[src/rtl/booth_seq_mul.sv]
// Sequential radix-2 Booth multiplier: one Booth step per clock over a widened
// accumulator, with valid/ready handshakes on the operand and product sides.
module booth_seq_mul #(
  parameter int WIDTH = 8
) (
  input  logic                       clk,
  input  logic                       rst_n,
  input  logic                       in_valid,
  output logic                       in_ready,
  input  logic [WIDTH-1:0]           a,
  input  logic [WIDTH-1:0]           b,
  output logic                       out_valid,
  input  logic                       out_ready,
  output logic [2*WIDTH-1:0]         out,
  output logic                       busy,
  output logic [WIDTH-1:0]           step_acc,
  output logic [WIDTH-1:0]           step_q,
  output logic                       step_q0,
  output logic [$clog2(WIDTH):0]     step_cnt
);

  localparam int CW = $clog2(WIDTH) + 1;

  // Handshakes: a transfer happens on a rising edge where valid && ready are
  // both high; a source holds valid and its data stable until that edge.
  typedef enum logic [1:0] {
    IDLE = 2'd0,
    RUN  = 2'd1,
    DONE = 2'd2
  } state_t;

  state_t             state;
  logic [WIDTH:0]     acc;
  logic [WIDTH:0]     m;
  logic [WIDTH-1:0]   q;
  logic               q0;
  logic [CW-1:0]      cnt;
  logic [2*WIDTH-1:0] out_r;
  logic               out_valid_r;

  logic [WIDTH:0]     sum;
  logic [WIDTH:0]     nxt_acc;
  logic [WIDTH-1:0]   nxt_q;
  logic               nxt_q0;
  logic               last_step;

  // Accumulator carries one extra sign bit so A-M cannot overflow for M = -2^(WIDTH-1).
  always_comb begin
    sum = acc;
    case ({q[0], q0})
      2'b01:   sum = acc + m;
      2'b10:   sum = acc - m;
      default: sum = acc;
    endcase
  end

  assign nxt_acc   = {sum[WIDTH], sum[WIDTH:1]};
  assign nxt_q     = {sum[0], q[WIDTH-1:1]};
  assign nxt_q0    = q[0];
  assign last_step = (cnt == CW'(WIDTH - 1));

  always_ff @(posedge clk or negedge rst_n) begin
    if (!rst_n) begin
      state       <= IDLE;
      acc         <= '0;
      m           <= '0;
      q           <= '0;
      q0          <= 1'b0;
      cnt         <= '0;
      out_r       <= '0;
      out_valid_r <= 1'b0;
    end else begin
      case (state)
        IDLE: begin
          if (in_valid) begin
            acc   <= '0;
            q     <= a;
            q0    <= 1'b0;
            m     <= {b[WIDTH-1], b};
            cnt   <= '0;
            state <= RUN;
          end
        end
        RUN: begin
          acc <= nxt_acc;
          q   <= nxt_q;
          q0  <= nxt_q0;
          cnt <= cnt + CW'(1);
          if (last_step) begin
            out_r       <= {nxt_acc[WIDTH-1:0], nxt_q};
            out_valid_r <= 1'b1;
            state       <= DONE;
          end
        end
        DONE: begin
          if (out_ready) begin
            out_valid_r <= 1'b0;
            state       <= IDLE;
          end
        end
        default: state <= IDLE;
      endcase
    end
  end

  // Gated by rst_n so the engine never advertises readiness while held in reset.
  assign in_ready  = rst_n && (state == IDLE);
  assign busy      = (state != IDLE);
  assign out_valid = out_valid_r;
  assign out       = out_r;
  assign step_acc  = acc[WIDTH-1:0];
  assign step_q    = q;
  assign step_q0   = q0;
  assign step_cnt  = cnt;

endmodule

[config.mk]
export PLATFORM = sky130hd
export DESIGN_NAME = booth_seq_mul
export DESIGN_NICKNAME = d
export VERILOG_FILES = /design/src/rtl/booth_seq_mul.sv
export SDC_FILE = /design/constraint.sdc
export NUM_CORES = 1
export LEC_CHECK = 0
export ABC_AREA = 1
export CORE_UTILIZATION = 50
export DETAILED_ROUTE_END_ITERATION = 10
export PLACE_DENSITY = 0.83
export RECOVER_POWER = 25
export SLEW_MARGIN = 20
export SYNTH_ARGS = -nofsm -noshare
export SYNTH_HDL_FRONTEND = slang
export SYNTH_SLANG_ARGS = --single-unit
export TNS_END_PERCENT = 20
[constraint.sdc]
create_clock -name clk -period 2.4 [get_ports clk]
set_input_delay 0.48 -clock clk [delete_from_list [all_inputs] [get_ports clk]]
set_output_delay 0.48 -clock clk [all_outputs]
set_load 0.02 [all_outputs]
* Word level (Yosys, flattened, before mapping)
Cells that the tools add are included.
** Storage, ports and cells
- Register bits after elaboration :: 49
- Input port bits :: 20
- Output and inout bits :: 40
- Word-level logic and storage cells :: 45
** Operators by class
- Add/sub/neg operators :: 3
- Equal/unequal tests :: 8
- Multiplexer cells :: 16
- Reductions and logical operators :: 10
** Operator list (number)
- 9-bit one-hot mux with 2 select lines :: 2
- 8-bit one-hot mux with 2 select lines :: 1
- 9-bit adder :: 1
- 9-bit two-way mux :: 1
- 9-bit subtractor :: 1
- 8-bit two-way mux :: 1
- 4-bit one-hot mux with 2 select lines :: 1
- 2-bit two-way mux :: 3
- 2-bit inequality test (second input constant) :: 3
- 2-bit one-hot mux with 3 select lines :: 1
- 2-bit AND reduction :: 3
- 3-bit AND reduction :: 2
- 2-bit nonzero test :: 3
- 4-bit by 1-bit adder with 4-bit output (second input constant) :: 1
- 2-bit by 1-bit == test with 1-bit output (second input constant) :: 2
- 2-bit == test (second input constant) :: 2
- 4-bit by 3-bit == test with 1-bit output (second input constant) :: 1
- 4-bit two-way mux :: 1
- 1-bit one-hot mux with 2 select lines :: 2
- 1-bit two-way mux :: 3
- 2-bit zero test :: 1
- 1-bit logical AND :: 1

* Logic depth before layout (Yosys ltp)
Gate-level depths: netlist of run 1.
- Word-level depth :: 3
- Depth in mapped cells :: 21
- Depth with buffers taken out :: 21

* Worst setup path before layout of run 1
Ideal clock, no wire load.
- Path type :: reg2reg
- Start :: register q0, in the netlist step_q0
- End :: register acc[7]
- Library setup time :: 117 ps
- Arrival time :: 2223 ps
- Data required time :: 2283 ps
- Path slack :: 60 ps
- Stages on the path, launching flop included :: 21
- Buffers on the path :: 1
- Clock period less this slack :: 2340 ps
- Cell sequence :: dfrtp_1 inv_1 ha_1 clkbuf_1 inv_1 a21oi_1 xnor2_1 inv_1 ha_1 nand2_1 inv_1 nand2_1 nand2_1 inv_1 nand2_1 nand3_1 nand3_1 nand2_1 nand2_1 nand2_1 nand2_1
** Between the ends
- Longest elaborated chain between the ends :: 3
- Elaborated cells between the ends (all ways) :: 4
- Classes of those cells :: 2 x eq/ne; 2 x mux
** Ends and longest elaborated chain
- start, declared :: line 36 : logic q0;
- start signal, assigned :: line 87 : q0 <= nxt_q0;
- 2-bit == test / 2-bit by 1-bit == test with 1-bit output (equally long branches) :: line 50 : case ({q[0], q0})
- 9-bit one-hot mux with 2 select lines (*) :: line 50
- 9-bit one-hot mux with 2 select lines (*) :: line 73 : case (state)
- end signal, assigned :: line 85 : acc <= nxt_acc;
- end, declared :: line 33 : logic [WIDTH:0] acc;
Every way passes the cells marked *; elsewhere a longest branch is shown, timed or not.
A chain may end at the register's enable or synchronous reset.

* Final worst setup path of run 1
- Start :: register m[0]
- End :: register acc[7]
** Between the ends
- Longest elaborated chain between the ends :: 3
- Elaborated cells between the ends (all ways) :: 4
- Classes of those cells :: 2 x add/sub; 2 x mux
** Ends and longest elaborated chain
- start, declared :: line 34 : logic [WIDTH:0] m;
- start signal, assigned :: line 79 : m <= {b[WIDTH-1], b};
- 9-bit subtractor / 9-bit adder (equally long branches) :: line 52, 51
- 9-bit one-hot mux with 2 select lines (*) :: line 50
- 9-bit one-hot mux with 2 select lines (*) :: line 73
Marks and branches as above.

==> results.md, run 1 <==
* Status: finished with violations
* Failing checks: setup timing
* Seq/Total Area, Yosys at 0.458
* Post-synthesis cell type count at 31
* Clk_lat worst skew at 0.30 ns
* Initial antenna violation count at 0
* Wire per inst at 14.2 µm
* Routed wire length at 6540 µm
* ANT nets after route at 0
* FFs w/ async S/R, synth at 1.00
* Drt via density at 5.19
* IO buf count at 59
* Synthesized instance count at 324
* Fin crit share at 1.00
* Hold Fails Final Rpt at 0
* Total number of H-tree levels at 2
* CP Capture Type: register
* Commonest non-fill, non-tap cell in the layout: nand2_1
* Crit path time final at 2.41 ns
* Grt total ovfl at 0
* Area grow syn2layout at 36.5%
* Starting DRT DRC Count at 207
* Syn Nets at 356
* Top cells by area, synth: dfrtp_1 (46%), nand2_1 (14%), inv_1 (5.7%)
* Final setup margin at -0.00957 ns
* IO Pins at 60
* Peak Freq at 0.415 GHz
* Number of diodes at 0
* Post-CTS Hold Fix Bufs at 0
* Via Count at 2387
* Clock skew at 0.0125 ns
* Post-Synth Simple-Gate Area at 0.227
* Relative slew slack at 0.230
* Most frequent cells in the layout: nand2_1 (90), clkdlybuf4s50_1 (58), dfrtp_1 (47)
* Pre-Repair DR Iteration Count at 4
* Post-Synth XOR/XNOR Area at 0.0300
* Dominant synthesized flop cell: dfrtp_1
* Hold WC Path Type: reg -> reg
* Vias in the first global route at 2218
* Layout cell share with drive strength beyond 1 at 0.154
* Top cell type's share of synthesized area at 0.458
* Avg Inst Size Synth at 8.10 µm²
* Core area at 5070 µm²
* CTS tree: done
* Worst-Margin Slew at 1.15 ns
* Placer Congestion at 0.902
* CP Max Fanout at 6
* Fillers at 429
* Synth Area in Compound Gates at 0.134
* Startpoint type of the worst setup path: register
* Clock buffer depth at 2
* Critical Path RT at 2.60 ns
* Yosys reg bits at 48
* Die area at 5540 µm²
* Cts bufs inserted at 5
* First-pass GRT wire length at 10500 µm
* Max-cap viol count at 0
* Cell accounting for the most synthesized area: dfrtp_1
* Slew Viols, Final at 0
* Synth Area in Adders at 0.0601
* Gr usage total at 0.251
* Largest net degree at the start of global routing at 49
* Crit Path Category: reg -> reg
* RSZ-0062 raised after global routing: true
* Sink Count at 48
* Post-synth EDFFs at 0
* Fin nets at 422
* Final setup violation count at 2
* Clock transition at the registers of the reported paths at 0.09 ns
* Die width at 74.4 µm
* Synth Warn # at 0
* Row cnt at 26
* Largest family of logic cells by synthesized area: simple AND/OR/NAND/NOR gates
* Mapped Area at 2620 µm²
* Initial Util at 0.517
* Die Ht at 74.4 µm
* Crit path arrival time at 2.61 ns
* Multiplexer area fraction after synthesis at 0
* Drt drc at 0
* Core Util, Final at 0.706
* HPWL Detailed at 4460 µm
* Root Buffer Master: clkbuf_8
* Setup TNS at -0.0183 ns
per-stage QoR:
step	hold slack (ns)	std cells	setup WS [ns]	cell area (µm²)
final	0.489	460	-0.00957	3580
after global routing	0.507	460	-0.157	3580
after CTS	0.298	457	0.00203	3460
after detailed placement	0.472	446	-0.101	3250
after global placement	0.466	446	-0.0551	3250
after floorplan	0.184	324	0.0603	2620
final cells by class:
cell class                      instances  area [µm²]  share of cell area
Clock buffer                            5        68.8              0.0192
Clock inverter                          2        60.1              0.0168
Inverter                               45         176              0.0492
Multi-Input combinational cell        221        1330               0.371
Sequential cell                        48        1200               0.336
Tap cell                               70        87.6              0.0244
Timing Repair Buffer                   69         657               0.183
layer usage:
metal,vias to the layer above,routed length (µm),GRT usage
met3,12,309,0.0285
met1,1123,2810,0.339
met5,-,0,0
met4,0,120,0.0839
li1,1169,-,-
met2,83,3300,0.422
flip-flops by register name, indices dropped and copies added, names as in the netlist:
name and cells:
step_q 8, m 8, acc 8, step_q0 1, out_valid 1, out 16, step_cnt 4, state 2
Yosys cell counts, drive strengths merged (2+ instances only):
master	count
nand4	2
nand2	97
nor2	14
o21a	6
nor3	2
inv	45
nand3	21
dfrtp	48
o21ai	40
clkbuf	3
ha	11
a21oi	13
xor2	5
buf	7
xnor2	4
kinds of logic after synthesis:
logic type | Yosys count
simple gates | 136
compound gates | 64
xor+xnor | 9
buf+inv | 55
fa+ha+maj | 12
flops | 48
repair_timing:
action                                  in CTS  in global routing
gates cloned                                 0                  0
resized for setup                           10                 33
pin swaps                                    3                  9
setup buffers                                4                  3
endpoints found under the setup margin       4                 12
critical path, cell delays in order (launching register included):
cell and delay, ns:
dfrtp_1 0.40, buf_4 0.15, nor3_4 0.17, nand3_1 0.10
nand2_1 0.09, xor2_1 0.16, inv_1 0.08, ha_2 0.39
nand2_1 0.07, nand2_1 0.10, nand2_2 0.06, nand2_2 0.09
inv_1 0.04, nand2_1 0.06, nand3_2 0.08, nand4_1 0.11
nand2_2 0.07, nand2_1 0.05, nand2_1 0.05
worst paths after layout:
kind / from / to / slack, ns / depth (start not counted)
worst min register to register: out[0] / out[0] / 0.49 / 2
worst min-delay path: out[0] / out[0] / 0.49 / 2
worst max register to register: m[0] / acc[7] / -0.01 / 18
min in group asynchronous: rst_n / out[4] / 0.51 / 2
worst max-delay path: m[0] / acc[7] / -0.01 / 18
max in group asynchronous: rst_n / m[1] / 1.10 / 2
Power of run 1 is not shown: default switching activity piles up to over one toggle a cycle in this logic, so the estimate is an artifact.
==> run 2: changes to the inputs <==
--- a/config.mk
+++ b/config.mk
@@ -14,4 +14,3 @@
 export SYNTH_ARGS = -nofsm -noshare
 export SYNTH_HDL_FRONTEND = slang
 export SYNTH_SLANG_ARGS = --single-unit
-export TNS_END_PERCENT = 20
==> run 2 against run 1 <==
Net effect:
- the flow still finishes with violations (setup timing)
- register-to-register slack is essentially flat
- die area is the same
- worst setup slack gained 0.0014 ns
- critical path depth is the same
- routed wire length shrank 0.17%
- flip-flop and latch count is the same
- via count shrank 0.13%
- global-route usage is the same
- worst hold slack is essentially flat
- first-iteration DRC count grew 1.4%
- design area is the same
- critical path type unchanged
- largest cell class unchanged
==> results.md, run 2 (synthesized netlist as in run 1, its figures left out) <==
* Clock skew at 0.0120 ns (-0.000442 ns)
* Most frequent cells in the layout: nand2_1 (90), clkdlybuf4s50_1 (58), dfrtp_1 (47)
* Max-cap viol count at 0 (unchanged)
* Sink Count at 48 (unchanged)
* R2R cell count at 18 (unchanged)
* Gr usage total at 0.251 (unchanged)
* Layout cell share with drive strength beyond 1 at 0.154 (unchanged)
* Die width at 74.4 µm (unchanged)
* Area grow syn2layout at 36.5% (unchanged)
* Total number of H-tree levels at 2 (unchanged)
* Critical Path RT at 2.60 ns (about the same)
* Slew Viols, Final at 0 (unchanged)
* Core Util, Final at 0.706 (unchanged)
* Die area at 5540 µm² (unchanged)
* Peak Freq at 0.415 GHz (about the same)
* Status: finished with violations
* Core area at 5070 µm² (unchanged)
* Routed wire length at 6530 µm (-0.17%)
* Die Ht at 74.4 µm (unchanged)
* Pre-Repair DR Iteration Count at 4 (unchanged)
* Final setup violation count at 2 (unchanged)
* Post-route insts no fill at 460 (unchanged)
* CP Capture Type: register
* Fin nets at 422 (unchanged)
* Vias in the first global route at 2218 (unchanged)
* Hold endpoint: out[0]
* CP Max Fanout at 6 (unchanged)
* Initial antenna violation count at 0 (unchanged)
* RSZ-0062 raised after global routing: true
* Final setup margin at -0.00814 ns (+0.00142 ns)
* Starting DRT DRC Count at 210 (+1.4%)
* Reg2reg setup slack at -0.008 ns (about the same)
* First-pass GRT wire length at 10500 µm (unchanged)
* Hold path cells at 2 (unchanged)
* Placed cell count at 446 (unchanged)
* Hold Fails Final Rpt at 0 (unchanged)
* Clock buffer depth at 2 (unchanged)
* Worst-Margin Slew at 1.15 ns (-0.0000875 ns)
* Crit path arrival time at 2.61 ns (about the same)
* CTS tree: done
* Root Buffer Master: clkbuf_8
* Fin crit share at 1.00 (about the same)
* Hold Startpoint: out[0]
* Hold WC Path Type: reg -> reg
* Largest register FFs at 16 (unchanged)
* Number of diodes at 0 (unchanged)
* IO Pins at 60 (unchanged)
* Setup TNS at -0.0155 ns (+0.00279 ns)
* Wire per inst at 14.2 µm (-0.17%)
* Clk_lat worst skew at 0.30 ns (about the same)
* Reg2Reg Capture Point: acc[7]
* Cts bufs inserted at 5 (unchanged)
* Failing checks: setup timing
* Largest net degree at the start of global routing at 49 (unchanged)
* Initial Util at 0.517 (unchanged)
* Commonest non-fill, non-tap cell in the layout: nand2_1
* Placer Congestion at 0.902 (unchanged)
* Clock transition at the registers of the reported paths at 0.09 ns (about the same)
* Relative slew slack at 0.230 (about the same)
* Startpoint type of the worst setup path: register
* ANT nets after route at 0 (unchanged)
* Drt drc at 0 (unchanged)
* Drt via density at 5.18 (-0.13%)
* Crit path time final at 2.41 ns (-0.00142 ns)
* Via Count at 2384 (-0.13%)
* HPWL Detailed at 4460 µm (unchanged)
* Row cnt at 26 (unchanged)
* IO buf count at 59 (unchanged)
* Critical R2R Launch: m[0]
* Grt total ovfl at 0 (unchanged)
* Fillers at 429 (unchanged)
* Crit Path Category: reg -> reg
==> run 2: cell counts in the layout (fill, tap and decap cells not counted) <==
Identical to the previous run, type by type.
==> run 2: timing repair <==
action,4_1_cts,5_1_grt
gates resized for setup,10,33
hold buffers,0,0
pin swaps,3,9
gates cloned,0,0
setup endpoints to repair,4,12
buffers inserted,4,3
==> run 2: stage by stage <==
stage                     setup slack [ns]  cell area, µm²  hold WS, ns
after global placement             -0.0551            3250        0.466
after CTS                          0.00203            3460        0.298
after detailed placement            -0.101            3250        0.472
after floorplan                     0.0603            2620        0.184
after global routing                -0.157            3580        0.507
final                             -0.00814            3580        0.489
==> run 2: critical path: stages, from the launching register on <==
cell	delay, ns
dfrtp_1	0.40
buf_4	0.15
nor3_4	0.17
nand3_1	0.10
nand2_1	0.09
xor2_1	0.16
inv_1	0.08
ha_2	0.39
nand2_1	0.07
nand2_1	0.10
nand2_2	0.06
nand2_2	0.08
inv_1	0.04
nand2_1	0.06
nand3_2	0.08
nand4_1	0.11
nand2_2	0.07
nand2_1	0.05
nand2_1	0.05
==> run 2: worst max path at each step <==
stage / slack, ns / endpoint / startpoint / cells past startpoint
after CTS: 0.002 / out[15] / m[1] / 20
after detailed placement: -0.10 / out[14] / m[0] / 17
after floorplan: 0.06 / acc[7] / step_q0 / 20
final: -0.008 / acc[7] / m[0] / 18
after global placement: -0.06 / out[15] / m[0] / 21
after global routing: -0.16 / out[15] / m[1] / 20
==> run 2: final cells by class <==
| type | count | area (µm²) | area share |
|---|---|---|---|
| multi-input cells | 221 | 1330 | 0.371 |
| repair buffers | 69 | 657 | 0.183 |
| clock buffers | 5 | 68.8 | 0.0192 |
| flip-flops and latches | 48 | 1200 | 0.336 |
| well taps | 70 | 87.6 | 0.0244 |
| inverters | 45 | 176 | 0.0492 |
| clock inverters | 2 | 60.1 | 0.0168 |
==> run 2: metal layers <==
layer / wire (µm) / global-route usage / vias to the layer above
li1: - / - / 1168
met3: 296 / 0.0285 / 12
met2: 3290 / 0.422 / 81
met4: 120 / 0.0839 / 0
met5: 0 / 0 / -
met1: 2820 / 0.339 / 1123
Power of run 2 is left out for the same reason.
==> run 3: changes to the inputs <==
--- a/config.mk
+++ b/config.mk
@@ -5,7 +5,7 @@
 export SDC_FILE = /design/constraint.sdc
 export NUM_CORES = 1
 export LEC_CHECK = 0
-export ABC_AREA = 1
+export CORE_ASPECT_RATIO = 0.6
 export CORE_UTILIZATION = 50
 export DETAILED_ROUTE_END_ITERATION = 10
 export PLACE_DENSITY = 0.83
==> run 3 against run 2 <==
Net effect:
- the run still ends with setup timing left
- non-clock buffer count increased by 25
- worst hold slack hardly changed
- flip-flop and latch count unchanged
- routed wire length up 1.6%
- highest routed layer unchanged
==> results.md, run 3 <==
* IO Pins at 60 (unchanged)
* Sink Count at 48 (unchanged)
* Hold_ws at 0.489 ns (+0.0000900 ns)
* Largest net degree at the start of global routing at 49 (unchanged)
* Commonest non-fill, non-tap cell in the layout: nand2_1
* Top cell type's share of synthesized area at 0.470 (+0.0123)
* Gr usage total at 0.270 (+0.0186)
* Yosys reg bits at 48 (unchanged)
* Initial antenna violation count at 0 (unchanged)
* Clock transition at the registers of the reported paths at 0.08 ns (about the same)
* Clk_lat worst skew at 0.30 ns (about the same)
* Die Ht at 57.4 µm (-23%)
* Synthesized instance count at 287 (-11%)
* Post-synthesis cell type count at 46 (+48%)
* Post-CTS Hold Fix Bufs at 0 (unchanged)
* Core area at 4730 µm² (-6.8%)
* Hold Fails Final Rpt at 0 (unchanged)
* Hold Startpoint: out[5]
* Number of diodes at 0 (unchanged)
* R2R cell count at 10 (-8)
* Top-count cell post-synth: nand2_1
* Pre-Repair DR Iteration Count at 4 (unchanged)
* Post-Synth XOR/XNOR Area at 0.0446 (+0.0145)
* Total number of H-tree levels at 2 (unchanged)
* Layout cell share with drive strength beyond 1 at 0.202 (+0.0483)
* Reg2Reg Capture Point: out[14]
* Multiplexer area fraction after synthesis at 0.0304 (+0.0304)
* Placer Congestion at 0.820 (-9.0%)
* Crit-path cells: inv_2 -> ha_4 -> nor2b_4 -> a21oi_2 -> xnor2_2 -> ha_2 -> a2111o_1 -> or4_1 -> o2111ai_2 -> o21ai_1
* Root Buffer Master: clkbuf_8
* Clock skew at 0.00515 ns (-0.00689 ns)
* Startpoint type of the worst setup path: register
* Seq/Total Area, Yosys at 0.470 (+0.0123)
* Mapped Area at 2550 µm² (-2.6%)
* Critical Path RT at 2.58 ns (-0.02 ns)
* Synth Warn # at 0 (unchanged)
* Hold path cells at 2 (unchanged)
* Starting DRT DRC Count at 117 (-44%)
* Avg Inst Size Synth at 8.90 µm² (+9.9%)
* Crit Path Category: reg -> reg
* Fin nets at 407 (-3.6%)
* Row cnt at 19 (-27%)
* CP max stage cell: or4_1
* Slew Viols, Final at 0 (unchanged)
* Max-cap viol count at 0 (unchanged)
* Wire per inst at 15.1 µm (+6.4%)
* Final setup violation count at 6 (+4)
* Crit path arrival time at 2.74 ns (+0.13 ns)
* Status: finished with violations
* Final setup margin at -0.161 ns (-0.153 ns)
* Synth Area in Compound Gates at 0.148 (+0.0149)
* Drt drc at 0 (unchanged)
* Syn Nets at 319 (-10%)
* Die width at 94.3 µm (+27%)
* Core Util, Final at 0.770 (+0.0638)
* Most frequent cells in the layout: nand2_1 (74), clkdlybuf4s50_1 (58), dfrtp_1 (46)
* CP Capture Type: register
* Cell accounting for the most synthesized area: dfrtp_1
* CP peak stage delay at 0.49 ns (+0.09 ns)
* Die area at 5410 µm² (-2.4%)
* Hold endpoint: out[5]
* Failing checks: setup timing
* Post-Synth Simple-Gate Area at 0.205 (-0.0218)
* FFs w/ async S/R, synth at 1.00 (unchanged)
* CP Max Fanout at 3 (-3)
* Synth Area in Adders at 0.0617 (+0.00162)
* Via Count at 2338 (-1.9%)
* Hold WC Path Type: reg -> reg
* ANT nets after route at 0 (unchanged)
* Reg2reg setup slack at -0.16 ns (-0.15 ns)
* Grt total ovfl at 0 (unchanged)
* Routed wire length at 6630 µm (+1.6%)
* Largest register FFs at 16 (unchanged)
* Fin crit share at 1.07 (+0.0636)
* Drt via density at 5.33 (+2.8%)
* IO buf count at 59 (unchanged)
* Cts bufs inserted at 5 (unchanged)
* Vias in the first global route at 2310 (+4.1%)
* Critical R2R Launch: m[1]
* Relative slew slack at 0.225 (-0.00570)
* Dominant synthesized flop cell: dfrtp_1
* Clock buffer depth at 2 (unchanged)
* CTS tree: done
* Post-synth top cells: nand2_1 (74), dfrtp_1 (48), nor2_1 (23), o21ai_1 (18), a21oi_1 (12)
* Initial Util at 0.540 (+0.0231)
* Peak Freq at 0.391 GHz (-6.0%)
* Crit path time final at 2.56 ns (+0.153 ns)
* First-pass GRT wire length at 11100 µm (+6.0%)
* Largest family of logic cells by synthesized area: simple AND/OR/NAND/NOR gates
* RSZ-0062 raised after global routing: true
* Worst-Margin Slew at 1.16 ns (+0.00854 ns)
* HPWL Detailed at 4540 µm (+1.9%)
* Post-synth EDFFs at 0 (unchanged)
* Area grow syn2layout at 42.5%
* Top cells by area, synth: dfrtp_1 (47%), nand2_1 (11%), ha_1 (5.4%)
## run 3: changes by cell type in the layout (fill, tap and decap cells not counted), moves of 5 or more
cell	change
a31oi_1	+8
buf_4	+24
inv_1	-28
nand2_1	-16
nand2_2	-5
nand3_1	-12
nor2_1	+16
o21ai_0	-17
## run 3: worst max path at each step
stage / startpoint / end / slack (ns) / cells past startpoint
finish: m[1] / out[14] / -0.16 / 10
global route: m[1] / out[14] / -0.27 / 10
CTS: m[1] / out[14] / -0.12 / 10
detailed placement: step_q0 / out[15] / -0.18 / 10
global placement: m[0] / acc[6] / -0.13 / 10
floorplan: step_q0 / out[14] / -0.1 / 10
## run 3: critical path, delay by kind of cell, from the launching register on
family,cells,cell delay [ns]
AO/OA/AOI/OAI,4,0.72
adder cells (fa/ha/maj),2,0.47
flip-flops,1,0.43
AND/OR/NAND/NOR,2,0.62
buffers and inverters,1,0.07
XOR/XNOR,1,0.13
## run 3: timing repair
action,in CTS,in global routing
pin swaps,10,11
buffers inserted,5,2
gates resized for setup,11,9
setup endpoints to repair,8,10
## run 3: logic make-up after synthesis
| group | after synthesis |
|---|---|
| buffers and inverters | 24 |
| AND/OR/NAND/NOR | 122 |
| AO/OA/AOI/OAI | 61 |
| adder cells (fa/ha/maj) | 12 |
| multiplexers | 7 |
| XOR/XNOR | 13 |
| flip-flops | 48 |
## run 3: final cells by class
cell class | instances | area, µm²
timing repair buffer | 94 | 850
multi-input combinational | 215 | 1380
inverter | 11 | 41.3
sequential | 48 | 1200
tap | 63 | 78.8
fill | 340 | 1090
clock buffer | 8 | 90.1
## run 3: through the flow
| stage | TNS, ns | std cells | setup slack [ns] | instance area, µm² |
|---|---|---|---|---|
| detailed placement | -0.854 | 424 | -0.176 | 3400 |
| finish | -0.678 | 439 | -0.161 | 3640 |
| global route | -1.50 | 439 | -0.268 | 3640 |
| CTS | -0.413 | 437 | -0.118 | 3590 |
| global placement | -0.563 | 424 | -0.128 | 3400 |
| floorplan | -0.310 | 287 | -0.0972 | 2600 |
## run 3: layer usage
metal,part of all wire,GRT usage
met5,0,0
met4,0.0029,0.0615
met3,0.071,0.0560
met2,0.45,0.422
met1,0.48,0.388
Power of run 3 is left out for the same reason.
